File: config.mk
export PLATFORM = sky130hd
export DESIGN_NAME = cm0_dap_ap_cdc
export DESIGN_NICKNAME = d
export VERILOG_FILES = /design/src/rtl/cm0_dap_ap_cdc.sv
export SDC_FILE = /design/constraint.sdc
export NUM_CORES = 1
export LEC_CHECK = 0
export BUFFER_PORTS_ARGS = -buffer_cell sky130_fd_sc_hd__buf_2
export CORE_MARGIN = 3
export CORE_UTILIZATION = 40
export CTS_CLUSTER_SIZE = 28
export DETAILED_ROUTE_END_ITERATION = 10
export GPL_TIMING_DRIVEN = 0
export PLACE_DENSITY_LB_ADDON = 0.08
export SYNTH_ARGS = -nofsm -noshare
export SYNTH_HDL_FRONTEND = slang
export SYNTH_SLANG_ARGS = --single-unit
export TNS_END_PERCENT = 50
File: constraint.sdc
create_clock -name dclk -period 4.7 [get_ports dclk]
set_input_delay 0.235 -clock dclk [delete_from_list [all_inputs] [get_ports dclk]]
set_output_delay 0.235 -clock dclk [all_outputs]
set_load 0.05 [all_outputs]
File: src/rtl/cm0_dap_ap_cdc.sv
// AP-side responder of the DP/AP toggle handshake: synchronises the DP request,
// runs one access on the AP engine and returns data, error and a toggled ack.
module cm0_dap_ap_cdc #(
  parameter bit PRESENT = 1'b1,
  parameter bit RAR     = 1'b0
) (
  input  logic        dclk,
  input  logic        apreset_n,
  input  logic [37:0] cm0_dap_dp_to_ap,
  output logic [33:0] cm0_dap_ap_to_dp,
  output logic        ap_req_o,
  output logic        ap_write_o,
  output logic [3:0]  ap_addr_o,
  output logic [31:0] ap_wdata_o,
  input  logic [31:0] ap_rdata_i,
  input  logic        ap_ready_i,
  input  logic        ap_slverr_i,
  input  logic        SE
);

  logic unused_se;
  assign unused_se = SE;

  if (PRESENT) begin : g_present
    typedef enum logic [1:0] {StIdle, StAccess, StDone} state_e;

    state_e      state_q, state_d;
    logic        req_sync1_q, req_sync2_q;
    logic        ack_q, ack_d;
    logic        err_q, err_d;
    logic        rnw_q, rnw_d;
    logic [3:0]  addr_q, addr_d;
    logic [31:0] wdata_q, wdata_d;
    logic [31:0] data_q, data_d;
    logic        capture;

    always_ff @(posedge dclk or negedge apreset_n) begin
      if (!apreset_n) begin
        req_sync1_q <= 1'b0;
        req_sync2_q <= 1'b0;
        ack_q       <= 1'b0;
        err_q       <= 1'b0;
        state_q     <= StIdle;
      end else begin
        req_sync1_q <= cm0_dap_dp_to_ap[0];
        req_sync2_q <= req_sync1_q;
        ack_q       <= ack_d;
        err_q       <= err_d;
        state_q     <= state_d;
      end
    end

    always_comb begin
      state_d = state_q;
      ack_d   = ack_q;
      err_d   = err_q;
      data_d  = data_q;
      capture = 1'b0;
      unique case (state_q)
        StIdle: begin
          if (req_sync2_q != ack_q) begin
            capture = 1'b1;
            state_d = StAccess;
          end
        end
        StAccess: begin
          if (ap_ready_i) begin
            err_d   = ap_slverr_i;
            state_d = StDone;
            if (rnw_q) data_d = ap_rdata_i;
          end
        end
        StDone: begin
          ack_d   = ~ack_q;
          state_d = StIdle;
        end
        default: state_d = StIdle;
      endcase
    end

    // Fields 37:1 are quasi-static: the DP holds them while req != ack.
    assign rnw_d   = capture ? cm0_dap_dp_to_ap[37]    : rnw_q;
    assign addr_d  = capture ? cm0_dap_dp_to_ap[36:33] : addr_q;
    assign wdata_d = capture ? cm0_dap_dp_to_ap[32:1]  : wdata_q;

    if (RAR) begin : g_rar
      always_ff @(posedge dclk or negedge apreset_n) begin
        if (!apreset_n) begin
          rnw_q   <= 1'b0;
          addr_q  <= 4'h0;
          wdata_q <= 32'h0;
          data_q  <= 32'h0;
        end else begin
          rnw_q   <= rnw_d;
          addr_q  <= addr_d;
          wdata_q <= wdata_d;
          data_q  <= data_d;
        end
      end
    end else begin : g_norar
      always_ff @(posedge dclk) begin
        rnw_q   <= rnw_d;
        addr_q  <= addr_d;
        wdata_q <= wdata_d;
        data_q  <= data_d;
      end
    end

    assign cm0_dap_ap_to_dp = {data_q, err_q, ack_q};
    assign ap_req_o         = (state_q == StAccess);
    assign ap_write_o       = ~rnw_q;
    assign ap_addr_o        = addr_q;
    assign ap_wdata_o       = wdata_q;
  end else begin : g_absent
    logic unused_in;
    assign unused_in = ^{dclk, apreset_n, cm0_dap_dp_to_ap, ap_rdata_i, ap_ready_i,
                         ap_slverr_i};

    assign cm0_dap_ap_to_dp = 34'h0;
    assign ap_req_o         = 1'b0;
    assign ap_write_o       = 1'b0;
    assign ap_addr_o        = 4'h0;
    assign ap_wdata_o       = 32'h0;
  end

endmodule

==> results by group <==
Final layout
  – Commonest cells after routing, fill and taps aside: buf_2 (145), edfxtp_1 (69), clkbuf_8 (9)
  – Final cell count without fillers: 327
  – Register area: 2220 µm²
  – Commonest non-fill, non-tap cell in the layout: buf_2
  – Area occupied by multi-input gates: 85.1 µm²
  – # fillers: 458
  – Final nets: 325
  – Util after Layout: 0.611
  – Ant diodes: 0
  – Cell area after layout: 3410 µm²
  – Synth-to-layout area growth: 46.6%
  – Fraction of layout cells with a size suffix above 1: 0.659

Worst setup path
  – Crit Reg-Reg Startpoint: g_present.ack_q
  – Worst R2R End: ap_wdata_o[0]
  – FF-to-FF setup slack: 2.88 ns
  – Setup CP Type: reg -> reg
  – Most Frequent Cell on Critical Path: buf_6
  – Critical Path End: ap_wdata_o[0]
  – WP buf/inv: 2
  – Path depth of the worst reg2reg path: 4
  – Critical Path Fanout Max: 11
  – Critical path startpoint category: flop
  – Crit path launch: g_present.ack_q
  – Max incr delay on CP: 0.54 ns
  – CP Capture Type: flop
  – Top Family by Delay on Critical Path: simple AND/OR/NAND/NOR gates
  – Critical path, cell by cell: xnor2_1, nor3_2, buf_6, buf_6
  – Critical Path RT: 4.75 ns
  – Critical-path top delay cell: nor3_2
  – Worst Path Arrival: 1.87 ns
  – WP depth: 4

Floorplan
  – DIE AREA: 6760 µm²
  – Row count: 27
  – Die H: 82.2 µm
  – Io pins: 147
  – Initial Utilization: 0.417
  – Die X: 82.2 µm
  – Total core area: 5570 µm²

Timing
  – Post-route setup TNS: 0 ns
  – Slew headroom: 0.519
  – Final worst path period share: 0.387
  – Slew @ Worst Pin: 0.722 ns
  – Final Max Slew Viols: 0
  – Final setup margin: 2.88 ns
  – Fmax: 0.550 GHz
  – Final hold vios: 0
  – Unrepaired setup endpoints after global routing: no
  – Min Tclk post-route: 1.82 ns
  – Clk_skew: 0.00522 ns
  – Setup-failing EPs final: 0

Drt
  – Detailed router's first-iteration violation count: 58
  – Pre-antenna DRT Iters: 4
  – Drt wl/cell: 14.0 µm
  – Number of routed nets with antenna violations: 0
  – Via density per instance: 4.24
  – WL final: 4580 µm
  – Vias: 1,388
  – Drt drc: 0

Synth
  – Post-synthesis cell count: 89
  – Synth Net Count: 164
  – Seq/Total Area, Yosys: 0.956
  – Syn_area_per_cell: 26.1 µm²
  – Yosys warnings: 0
  – Synthesis-stage register bit count: 75
  – Mapped cell area: 2320 µm²
  – Post-synthesis cell type count: 13

Clocking
  – Clk slew on worst S/H paths: 0.07 ns
  – Clock sink total: 75
  – H-tree levels: 3
  – Worst skew pair latency: 0.33 ns
  – Root buffer cell: clkbuf_8
  – CTS tree: done
  – Number of hold buffers added after CTS: 2
  – TritonCTS Buffers: 9
  – Post-CTS Setup Bufs: 0
  – Resize count post-CTS: 0
  – Clock Tree Buf Depth: 2

Flow run
  – Max cap viols: 0

Status
  – Status: finished, final reports clean

Place
  – Number of I/O port buffers: 145
  – Setup WS pre-CTS: 2.89 ns
  – Area after DPL: 3180 µm²
  – Global placer's final weighted congestion: 0.683
  – Placed Instances: 309

Global route
  – Initial antenna violation count: 0
  – GRT Residual Overflow: 0
  – Vias in the first global route: 1,270
  – GRT Total Usage: 0.134
  – First-pass GRT wire length: 6220 µm
  – Largest net degree at the start of global routing: 33

Pwr
  – Peak supply drop: 0.388 mV
  – Power per cell area: 670 nW/µm²
  – Leak pwr: 1.46 nW

Hold path
  – HP Class: in -> reg
[per-stage QoR]
stage               hold WS, ns  total power, mW
floorplan               -0.0606             1.58
detailed placement       0.0638             1.79
global route             0.0377             2.38
global placement         0.0658             1.76
finish                   0.0704             2.28
CTS                      0.0486             2.31
[logic make-up (layout without fill, tap and decap cells)]
family	count (synthesis)	after routing	share of synthesized area
buffers and inverters	4	170	0.00969
AND/OR/NAND/NOR	5	5	0.0145
flip-flops	75	75	0.956
XOR/XNOR	2	2	0.00754
AO/OA/AOI/OAI	2	2	0.00592
multiplexers	1	1	0.00646
[Yosys cell counts]
| cell | number | area [µm²] |
|---|---|---|
| inv_1 | 2 | 7.51 |
| a21o_2 | 1 | 8.76 |
| nor2_1 | 1 | 3.75 |
| or2b_1 | 1 | 7.51 |
| edfxtp_1 | 69 | 2070 |
| and3b_2 | 1 | 10.0 |
| and2_2 | 1 | 7.51 |
| buf_4 | 2 | 15.0 |
| a21oi_1 | 1 | 5.00 |
| mux2_4 | 1 | 15.0 |
| nor3_1 | 1 | 5.00 |
| xnor2_1 | 2 | 17.5 |
| dfrtp_1 | 6 | 150 |
[how the worst min path moves through the flow]
stage                     slack (ns)  cells after the start                   end                 start
after CTS                       0.05                      1        ap_wdata_o[16]  cm0_dap_dp_to_ap[17]
after global routing            0.04                      1  g_present.data_q[27]        ap_rdata_i[27]
after detailed placement        0.06                      1  g_present.state_q[0]             apreset_n
after global placement          0.07                      1       g_present.err_q             apreset_n
final                           0.07                      1   g_present.data_q[9]         ap_rdata_i[9]
after floorplan                -0.06                      0       g_present.ack_q             apreset_n
[area by class of cell]
type	count	share of cell area
Tap cell	72	0.0264
Inverter	2	0.00220
Timing Repair Buffer	150	0.229
Clock buffer	10	0.0375
Buffer	2	0.00441
Clock inverter	6	0.0235
Sequential cell	75	0.652
Multi-Input combinational cell	10	0.0250
[routing by layer]
layer	track usage	vias to the layer above	part of all wire
li1	-	663	-
met1	0.137	640	0.34
met2	0.218	74	0.52
met3	0.0640	11	0.11
met4	0.0880	0	0.023
met5	0	-	0
[power by group]
group | switching, mW | leakage (nW) | internal [mW]
clock | 0.219 | 0.101 | 0.295
sequential | 0.0412 | 0.710 | 0.920
combinational | 0.634 | 0.654 | 0.173
total | 0.894 | 1.46 | 1.39
[flip-flops by register name (all words and copies together), names as in the netlist, 2 cells and up]
name	cells
ap_addr_o	4
ap_wdata_o	32
g_present.data_q	32
g_present.state_q	2
[worst register-to-register path, stage by stage, from the launching register on]
cell	delay (ns)
dfrtp_1	0.42
xnor2_1	0.17
nor3_2	0.54
buf_6	0.25
buf_6	0.15
(Power assumes the default switching activity.)
